File: src/rtl/seg7_scan_controller_if.sv
// rtl/seg7_scan_controller_if.sv - register-side and pin-side signal bundle of the seven-segment scan controller
interface seg7_scan_controller_if #(
    parameter int DIGITS   = 8,
    parameter int BRIGHT_W = 4
);
    logic                  enable;
    logic [4*DIGITS-1:0]   digits_in;
    logic [DIGITS-1:0]     dp_in;
    logic [DIGITS-1:0]     digit_en;
    logic                  blank_lz;
    logic [BRIGHT_W-1:0]   brightness;
    logic                  load;
    logic [DIGITS-1:0]     sel_led;
    logic [7:0]            led_value;
    logic                  frame_done;

    modport master (
        output enable, digits_in, dp_in, digit_en, blank_lz, brightness, load,
        input  sel_led, led_value, frame_done
    );

    modport slave (
        input  enable, digits_in, dp_in, digit_en, blank_lz, brightness, load,
        output sel_led, led_value, frame_done
    );
endinterface

File: src/rtl/seg7_scan_controller.sv
// rtl/seg7_scan_controller.sv - multiplexed seven-segment scanner with frame-synchronous shadow load, LZ blanking, PWM and dead-time
module seg7_scan_controller #(
    parameter int DIGITS       = 8,
    parameter int CLK_DIV      = 20000,
    parameter int BLANK_CYCLES = 64,
    parameter int BRIGHT_W     = 4
) (
    input  logic                   clock,
    input  logic                   reset,
    seg7_scan_controller_if.slave  bus
);
    localparam int SW = $clog2(CLK_DIV);
    localparam int IW = $clog2(DIGITS);
    localparam logic [SW-1:0]       SLOT_LAST    = SW'(CLK_DIV - 1);
    localparam logic [SW-1:0]       ACTIVE_START = SW'(BLANK_CYCLES);
    localparam logic [IW-1:0]       IDX_LAST     = IW'(DIGITS - 1);
    localparam logic [BRIGHT_W-1:0] BRIGHT_FULL  = '1;

    logic [SW-1:0]       slot_cnt;
    logic [IW-1:0]       idx;
    logic [BRIGHT_W-1:0] pwm_cnt;

    logic [4*DIGITS-1:0] pend_digits, sh_digits;
    logic [DIGITS-1:0]   pend_dp, sh_dp;
    logic [DIGITS-1:0]   pend_mask, sh_mask;
    logic                pend_lz, sh_lz;
    logic                pend_valid;

    logic [DIGITS-1:0]   sel_led_q;
    logic [7:0]          led_value_q;
    logic                frame_done_q;

    logic                slot_last;
    logic                frame_end;
    logic [DIGITS-1:0]   lz_blank;
    logic                above_blank;
    logic [3:0]          digit_nib [DIGITS];
    logic                pwm_on;
    logic                anode_on;
    logic [6:0]          seg_code;
    logic [DIGITS-1:0]   sel_next;
    logic [7:0]          led_next;

    assign slot_last = (slot_cnt == SLOT_LAST);
    assign frame_end = slot_last && (idx == IDX_LAST);

    always_ff @(posedge clock) begin
        if (reset) begin
            slot_cnt <= '0;
            idx      <= '0;
            pwm_cnt  <= '0;
        end else begin
            pwm_cnt <= pwm_cnt + 1'b1;
            if (slot_last) begin
                slot_cnt <= '0;
                idx      <= (idx == IDX_LAST) ? '0 : idx + 1'b1;
            end else begin
                slot_cnt <= slot_cnt + 1'b1;
            end
        end
    end

    // Shadow only moves at the frame boundary; a load landing on that same cycle bypasses pending.
    always_ff @(posedge clock) begin
        if (reset) begin
            pend_digits <= '0;
            pend_dp     <= '0;
            pend_mask   <= '1;
            pend_lz     <= 1'b0;
            pend_valid  <= 1'b0;
            sh_digits   <= '0;
            sh_dp       <= '0;
            sh_mask     <= '1;
            sh_lz       <= 1'b0;
        end else if (frame_end) begin
            pend_valid <= 1'b0;
            if (bus.load) begin
                sh_digits <= bus.digits_in;
                sh_dp     <= bus.dp_in;
                sh_mask   <= bus.digit_en;
                sh_lz     <= bus.blank_lz;
            end else if (pend_valid) begin
                sh_digits <= pend_digits;
                sh_dp     <= pend_dp;
                sh_mask   <= pend_mask;
                sh_lz     <= pend_lz;
            end
        end else if (bus.load) begin
            pend_digits <= bus.digits_in;
            pend_dp     <= bus.dp_in;
            pend_mask   <= bus.digit_en;
            pend_lz     <= bus.blank_lz;
            pend_valid  <= 1'b1;
        end
    end

    always_comb begin
        for (int g = 0; g < DIGITS; g++) begin
            digit_nib[g] = sh_digits[4*g +: 4];
        end
    end

    // A digit stays blank only while every digit above it is blank too; digit 0 always survives.
    always_comb begin
        lz_blank    = '0;
        above_blank = 1'b1;
        for (int g = DIGITS - 1; g >= 1; g--) begin
            above_blank = above_blank && (digit_nib[g] == 4'h0) && !sh_dp[g];
            lz_blank[g] = sh_lz && above_blank;
        end
    end

    always_comb begin
        seg_code = 7'h7F;
        case (digit_nib[idx])
            4'h0: seg_code = 7'h08;
            4'h1: seg_code = 7'h6D;
            4'h2: seg_code = 7'h22;
            4'h3: seg_code = 7'h24;
            4'h4: seg_code = 7'h45;
            4'h5: seg_code = 7'h14;
            4'h6: seg_code = 7'h10;
            4'h7: seg_code = 7'h2D;
            4'h8: seg_code = 7'h00;
            4'h9: seg_code = 7'h04;
            4'hA: seg_code = 7'h20;
            4'hB: seg_code = 7'h50;
            4'hC: seg_code = 7'h72;
            4'hD: seg_code = 7'h60;
            4'hE: seg_code = 7'h12;
            4'hF: seg_code = 7'h13;
            default: seg_code = 7'h7F;
        endcase
    end

    assign pwm_on   = (bus.brightness == BRIGHT_FULL) || (pwm_cnt < bus.brightness);
    assign anode_on = bus.enable && (slot_cnt >= ACTIVE_START) && pwm_on
                      && sh_mask[idx] && !lz_blank[idx];

    always_comb begin
        sel_next = '1;
        led_next = 8'hFF;
        if (anode_on) begin
            sel_next = ~(DIGITS'(1) << idx);
            led_next = {~sh_dp[idx], seg_code};
        end
    end

    always_ff @(posedge clock) begin
        if (reset) begin
            sel_led_q    <= '1;
            led_value_q  <= 8'hFF;
            frame_done_q <= 1'b0;
        end else begin
            sel_led_q    <= sel_next;
            led_value_q  <= led_next;
            frame_done_q <= frame_end;
        end
    end

    assign bus.sel_led    = sel_led_q;
    assign bus.led_value  = led_value_q;
    assign bus.frame_done = frame_done_q;
endmodule
File: src/flat_wrapper.sv
// flat-port wrapper written by rule: the top's interface ports become plain ports
module seg7_scan_controller_flat 
#(
    parameter int DIGITS       = 8,
    parameter int CLK_DIV      = 20000,
    parameter int BLANK_CYCLES = 64,
    parameter int BRIGHT_W     = 4
)
  (clock, reset, bus_enable, bus_digits_in, bus_dp_in, bus_digit_en, bus_blank_lz, bus_brightness, bus_load, bus_sel_led, bus_led_value, bus_frame_done);
  seg7_scan_controller_if #(.DIGITS(DIGITS), .BRIGHT_W(BRIGHT_W)) bus_i ();
  input  logic clock;
  input  logic reset;
  input wire logic [$bits(bus_i.enable)-1:0] bus_enable;
  input wire logic [$bits(bus_i.digits_in)-1:0] bus_digits_in;
  input wire logic [$bits(bus_i.dp_in)-1:0] bus_dp_in;
  input wire logic [$bits(bus_i.digit_en)-1:0] bus_digit_en;
  input wire logic [$bits(bus_i.blank_lz)-1:0] bus_blank_lz;
  input wire logic [$bits(bus_i.brightness)-1:0] bus_brightness;
  input wire logic [$bits(bus_i.load)-1:0] bus_load;
  output wire logic [$bits(bus_i.sel_led)-1:0] bus_sel_led;
  output wire logic [$bits(bus_i.led_value)-1:0] bus_led_value;
  output wire logic [$bits(bus_i.frame_done)-1:0] bus_frame_done;
  assign bus_i.enable = bus_enable;
  assign bus_i.digits_in = bus_digits_in;
  assign bus_i.dp_in = bus_dp_in;
  assign bus_i.digit_en = bus_digit_en;
  assign bus_i.blank_lz = bus_blank_lz;
  assign bus_i.brightness = bus_brightness;
  assign bus_i.load = bus_load;
  assign bus_sel_led = bus_i.sel_led;
  assign bus_led_value = bus_i.led_value;
  assign bus_frame_done = bus_i.frame_done;
  seg7_scan_controller #(.DIGITS(DIGITS), .CLK_DIV(CLK_DIV), .BLANK_CYCLES(BLANK_CYCLES), .BRIGHT_W(BRIGHT_W)) u_core (.clock(clock), .reset(reset), .bus(bus_i));
endmodule
File: config.mk
export PLATFORM = sky130hd
export DESIGN_NAME = seg7_scan_controller_flat
export DESIGN_NICKNAME = d
export VERILOG_FILES = /design/src/rtl/seg7_scan_controller_if.sv /design/src/rtl/seg7_scan_controller.sv /design/src/flat_wrapper.sv
export SDC_FILE = /design/constraint.sdc
export NUM_CORES = 1
export LEC_CHECK = 0
export CAP_MARGIN = 10
export CORE_MARGIN = 2
export CORE_UTILIZATION = 25
export DETAILED_ROUTE_END_ITERATION = 8
export PLACE_DENSITY = 0.5
export SLEW_MARGIN = 0
export SYNTH_ARGS = -nofsm -noshare
export SYNTH_HDL_FRONTEND = slang
export SYNTH_SLANG_ARGS = --single-unit
File: constraint.sdc
create_clock -name clock -period 5.05 [get_ports clock]
set_input_delay 0.7575 -clock clock [delete_from_list [all_inputs] [get_ports clock]]
set_output_delay 0.7575 -clock clock [all_outputs]
set_load 0.05 [all_outputs]
# Word level (Yosys, flattened, before mapping)
# Memory sizes are Yosys's and may differ from the RTL's. A register that Yosys moved wholly into a read port is not among the register bits.
# Cells that the tools add are included.
# classes
reduce_logical	47
n_mul	0
magnitude_cmp	4
n_div	0
n_addsub	3
n_bitwise	5
n_mux	18
n_eq_ne	3
n_shift	1
# op_table
op	n
2-to-1 mux 32 bit	2
2-to-1 mux 8 bit	4
logical NOT 4 bit	7
logical AND 1 bit	25
adder 15 x 1 -> 15 bit, second input constant	1
equality test 15 bit, second input constant	1
greater-or-equal comparator 15 x 7 -> 1 bit, second input constant	1
binary-select mux 4 bit (select 3 bit)	1
binary-select mux 1 bit (select 3 bit)	3
logical NOT 1 bit	8
2-to-1 mux 4 bit	2
inverter 8 bit	1
<< shifter 1 x 3 -> 8 bit, first input constant	1
OR reduction 2 bit	3
2-to-1 mux 1 bit	5
adder 4 x 1 -> 4 bit, second input constant	1
equality test 4 bit, second input constant	1
greater-or-equal comparator 4 bit, second input constant	1
less-than comparator 3 x 4 -> 1 bit, second input constant	1
less-than comparator 4 bit	1
inverter 3 -> 4 bit	1
AND reduction 2 bit	2
adder 3 x 1 -> 3 bit, second input constant	1
equality test 3 bit, second input constant	1
other kinds (4)	6
# word_totals
input_bits	57
latchBits	0
elab_cells	97
out_inout_bits	17
register_bits	138
ramBits	0
memories	1
romBits	112
# mem_list
name	depth	word_bits	read_ports	rd_ports_with_merged_regs	wr	line_no	rtl
(name not given)	16	7	1	1	0	seg7_scan_controller.sv:115	case (digit_nib[idx])

# Logic depth before layout (Yosys ltp)
# depth
depth_word	21
mapped_depth	10

# Worst setup path before layout
# OpenSTA, ideal clock, no wires.
# synth_path
path_kind	flip-flop to flip-flop
from	register u_core.idx[1]
to	register u_core.led_value_q[0], in the netlist u_core.bus.led_value[0]
t_arrival_ns	2.390
path_stages_with_launch	11
setup_time_ns	0.125
path_slack_ns	2.535
period_less_slack_ns	2.515
cell_sequence	dfxtp_1 -> buf_2 -> buf_2 -> mux4_2 -> mux2i_1 -> inv_1 -> ha_1 -> inv_1 -> nand2_1 -> a31oi_1 -> nand3_1
# synth_between
elab_chain_cells	6
elab_cells_between_ends	13
classes_between	mux (7); bitwise (2); reduce/logical (4)
# synth_rtl
item	line_no	rtl
from (decl)	seg7_scan_controller.sv:20	logic [IW-1:0] idx;
from (signal assigned)	seg7_scan_controller.sv:56	idx <= (idx == IDX_LAST) ? '0 : idx + 1'b1;
binary-select mux 1 bit (select 3 bit)	seg7_scan_controller.sv:138	&& sh_mask[idx] && !lz_blank[idx];
2-to-1 mux 1 bit (implied by the code)	seg7_scan_controller.sv:138	
logical AND 1 bit or logical NOT 1 bit (tied branches)	seg7_scan_controller.sv:138	
logical AND 1 bit	seg7_scan_controller.sv:138	
inverter 1 bit (no source line)	--	
OR reduction 2 bit (no source line)	--	
to (decl)	seg7_scan_controller.sv:30	logic [7:0] led_value_q;
# Parallel ways exist; a longest one is shown, timed or not. The select of a mux whose other input is x is not followed.
# A chain may end at the register's enable or synchronous reset.

# Worst setup path after layout
# layout_path
from	register u_core.idx[1]
to	register u_core.led_value_q[5], in the netlist u_core.bus.led_value[5]
# The elaborated chain is that of the path after synthesis.

==> impl.org <==
** Outcome
- Outcome :: finished clean

** STA
- At the pin with the least slew margin, the transition time is 1.16 ns.
- Shortest period the worst path allows :: ~3.0 ns
- Post-route clock period utilization :: 60.4%
- Setup violations remaining at the end of the flow were counted as 0.
- Based on the critical path, the design can be clocked at up to ~330 MHz.
- Setup repair after global routing left no endpoint under its margin.
- Relative slew slack :: a little under a quarter
- The number of failing hold endpoints at the final stage is 0.
- For the final routed database, the setup TNS stands at 0 ns.
- Count of pins over their slew limit :: 0
- Largest clock skew in the final design :: between 0.008 and 0.009 ns

** GRT
- All-Layer GR Usage :: between 10% and 20%
- Total congestion overflow after global routing :: 0
- For this run, global-route usage on met2 was measured as 19.1%.
- Entering global routing, the biggest net connects 77 pins.
- Initial antenna violation count :: 0
- The number of global-route vias before repair is roughly 4600.
- Routing layer with the top usage in global route :: met2
- The first global-routing pass estimated between 20 and 30 mm of wire.
- GRT met3 Usage :: under 10%
- In the global route stage, met1 resource usage came out at 16.3%.

** Floorplanning
- 74 I/O pins were placed.
- In this run the standard cell core region covers 24300 sq um.
- The initial utilization of the core area, before any placement, comes to approximately a quarter.
- Standard-cell rows :: 57
- Area of the die :: 26000 sq um
- Width of the die :: 161 um
- Die height :: 161 um

** Yosys
- Most numerous cell in the Yosys netlist :: sky130_fd_sc_hd__dfxtp_1
- Sorting the synthesized cells by how often they occur yields sky130_fd_sc_hd__dfxtp_1, sky130_fd_sc_hd__nand2_1, sky130_fd_sc_hd__nor2_1.
- Fraction of post-synthesis cell area in the top cell type by area :: 44.7%
- Share of synthesized area occupied by flip-flops and latches :: between 40 and 50%
- After Yosys synthesis, full adders, half adders and majority gates account for between 3 and 4% of the synthesized area.
- The most used flip-flop cell after synthesis is sky130_fd_sc_hd__dfxtp_1.
- Post-synthesis net count :: 753
- Fraction of the mapped netlist area in simple logic gates :: a little under a fifth
- Synthesized area :: 6180 sq um
- Compound-Gate Fraction of Synth Area :: between 10% and 20%
- After synthesis, the mean cell area works out to 9.11 sq um.
- The cell count after synthesis came out at 678.
- Of all flip-flops after synthesis, the portion carrying an async set or reset was 0%.
- Multiplexer share of the synthesized area :: between 10% and 20%
- The Yosys step of the flow raised 0 warnings.
- After Yosys synthesis, XOR and XNOR cells account for 2.13% of the synthesized area.
- sky130_fd_sc_hd__dfxtp_1 takes more of the synthesized area than any other cell.
- Synth unique cells :: 45
- After synthesis, the largest family of logic cells by area is simple AND/OR/NAND/NOR gates.
- Number of synthesized flops with an enable pin :: 0
- Leading cell types by total area after synthesis :: sky130_fd_sc_hd__dfxtp_1, sky130_fd_sc_hd__mux2i_1, sky130_fd_sc_hd__nand2_1, sky130_fd_sc_hd__a211oi_1, sky130_fd_sc_hd__nor2_1
- Yosys reg bits :: 138

** Layout
- The area growth from synthesis to layout is 25.0%.
- Number of diodes added for antenna fixing :: 0
- The post-route netlist has 8.37% of its cells at a drive strength greater than 1.
- Final net count :: 803

** Place
- The wire-length estimate of the detail-placed layout is 10.6 mm.
- Port buffering added 73 buffers.
- The congestion estimate from routability-driven global placement came to approximately 0.79.

** Routing
- Vias after detailed routing :: roughly 4800
- DR DRC count :: 0
- For this block, the initial DRC count from the detailed router was 289.
- Residual antenna-violating net count after detailed routing :: 0
- Vias per Instance :: 4.47
- DR pass1 iterations :: 4
- After detailed routing, the average wire length per cell comes to 14.4 um.
- The final layout contains routed wiring with a total length of around 15 mm.

** Critical path
- Highest fanout seen on the critical path :: 17
- The endpoint identified for the worst register-to-register timing path is u_core.bus.led_value[5].
- The critical path ends at u_core.bus.led_value[5].
- Worst reg2reg setup slack :: approximately 2.0 ns
- The most critical setup path has its startpoint at u_core.idx[1].
- Reg-to-reg startpoint :: u_core.idx[1]
- STA puts the critical path data required time at 5.32 ns.
- The setup path with the least slack is of type reg2reg.
- STA classifies the critical path startpoint as a flip-flop.
- Endpoint type of the worst setup path :: flip-flop
- Data arrival at the endpoint of the critical path :: 3.32 ns
- Measured in cells, the most critical reg-to-reg path has a length of 5.

** Clock tree
- Clk sinks :: 138
- The longest clock path from root to sink contains 2 buffers.
- CTS H-tree lvls :: 4
- TritonCTS clock tree :: built
- In this run, CTS created clock tree buffers numbering 17.
- The clock reaches the later pin of the worst-skew pair after about 0.42 ns.
- Number of post-CTS setup repair buffers :: 0
- Clock-pin slew was measured on the worst setup and hold paths at about 0.060 ns.
- Buffers inserted to repair hold after CTS numbered 0.
- Cell chosen for the clock root :: sky130_fd_sc_hd__clkbuf_16
- Post-CTS sizing :: 0

** Power and ir drop
- Summed over all cells, the static leakage comes to 2.90 nW.
- The worst-case IR drop observed on VDD is between 0.1 and 0.15 mV.
- Pwr/cell area :: 327 nW/um^2
- The completed layout was analyzed and its total power is 2.52 mW.

** Flow run
- Max-cap check violation count :: 0

** Min path
- Worst hold path stage count :: 2
- The min-delay analysis places its worst path in the category reg2reg.
[layout make-up]
cell class | count | area (sq um)
fill | 2546 | 16600
multi-input combinational | 478 | 3160
sequential | 138 | 2760
timing repair buffer | 78 | 761
clock buffer | 20 | 457
tap | 324 | 405
clock inverter | 12 | 124
inverter | 15 | 56.3
[per-layer routing]
metal / part of all wire (%) / routed length (um)
met3: 3.9 / 601
met1: 50 / 7600
met4: 1.4 / 215
met5: 0 / 0
met2: 45 / 6900
[where the power goes]
group / internal, mW / switching, mW
clock network: 0.748 / 0.479
logic: 0.0811 / 0.0862
registers: 1.12 / 0.0139
total: 1.95 / 0.579
[placed cells by master (no fill, tap or decap), drive strengths merged, types with 3 or more instances in the layout]
cell | synthesis | final
a211o | 8 | 8
a211oi | 44 | 44
a21oi | 45 | 45
a31oi | 5 | 5
and3 | 5 | 5
buf | 18 | 7
clkbuf | 29 | 20
clkdlybuf4s50 | 0 | 71
clkinv | 1 | 7
clkinvlp | 0 | 4
dfxtp | 138 | 138
ha | 18 | 18
inv | 14 | 14
mux2 | 4 | 4
mux2i | 54 | 54
mux4 | 12 | 12
nand2 | 115 | 115
nand2b | 3 | 3
nand3 | 13 | 13
nand3b | 9 | 9
nand4 | 11 | 11
nand4b | 3 | 3
nor2 | 77 | 77
nor3 | 8 | 8
nor4 | 3 | 3
o21ai | 3 | 3
or4 | 7 | 7
xnor2 | 7 | 7
xor2 | 8 | 8
[flip-flops by register name (all words and copies together) (netlist names), 3 cells and up]
signal / cells
u_core.bus.sel_led: 8
u_core.pend_dp: 8
u_core.sh_dp: 8
u_core.pend_digits: 32
u_core.sh_mask: 8
u_core.idx: 3
u_core.pend_mask: 8
u_core.sh_digits: 32
u_core.slot_cnt: 15
u_core.bus.led_value: 8
u_core.pwm_cnt: 4
[worst max-delay path: stages, from the launching register on]
cell and delay [ns]:
sky130_fd_sc_hd__dfxtp_1 0.92, sky130_fd_sc_hd__mux4_2 0.61, sky130_fd_sc_hd__mux2i_1 0.84, sky130_fd_sc_hd__nor2_1 0.13, sky130_fd_sc_hd__a211oi_1 0.25, sky130_fd_sc_hd__o211ai_1 0.13
[worst min path at each step]
stage / from / to / slack, ns
finish: u_core.pend_digits[30] / u_core.pend_digits[30] / 0.45
global route: u_core.pend_digits[17] / u_core.pend_digits[17] / 0.46
CTS: u_core.pend_digits[24] / u_core.pend_digits[24] / 0.45
detailed placement: u_core.pend_digits[17] / u_core.pend_digits[17] / 0.45
global placement: u_core.pend_digits[14] / u_core.pend_digits[14] / 0.44
floorplan: u_core.pwm_cnt[0] / u_core.pwm_cnt[0] / 0.43
[through the flow]
stage,util [%],area [sq um],setup slack (ns),hold WS (ns),std cells
2_1_floorplan,-,6180,2.54,0.425,678
3_3_place_gp,29.4,7150,2.03,0.441,1033
3_5_place_dp,29.4,7150,1.99,0.446,1033
4_1_cts,31.8,7730,1.99,0.454,1065
5_1_grt,31.8,7730,1.70,0.465,1065
6_report,31.8,7730,2.00,0.452,1065
[cell families (layout without fill, tap and decap cells)]
logic type	after synthesis	after routing
DFF	138	138
muxes	70	70
xor gates and xnor gates	15	15
AOI/OAI and AO/OA	115	115
buffers and inverters	62	125
adders and majority gates	18	18
and+or+nand+nor	260	260
No activity file was read; power rests on OpenSTA's default activity.
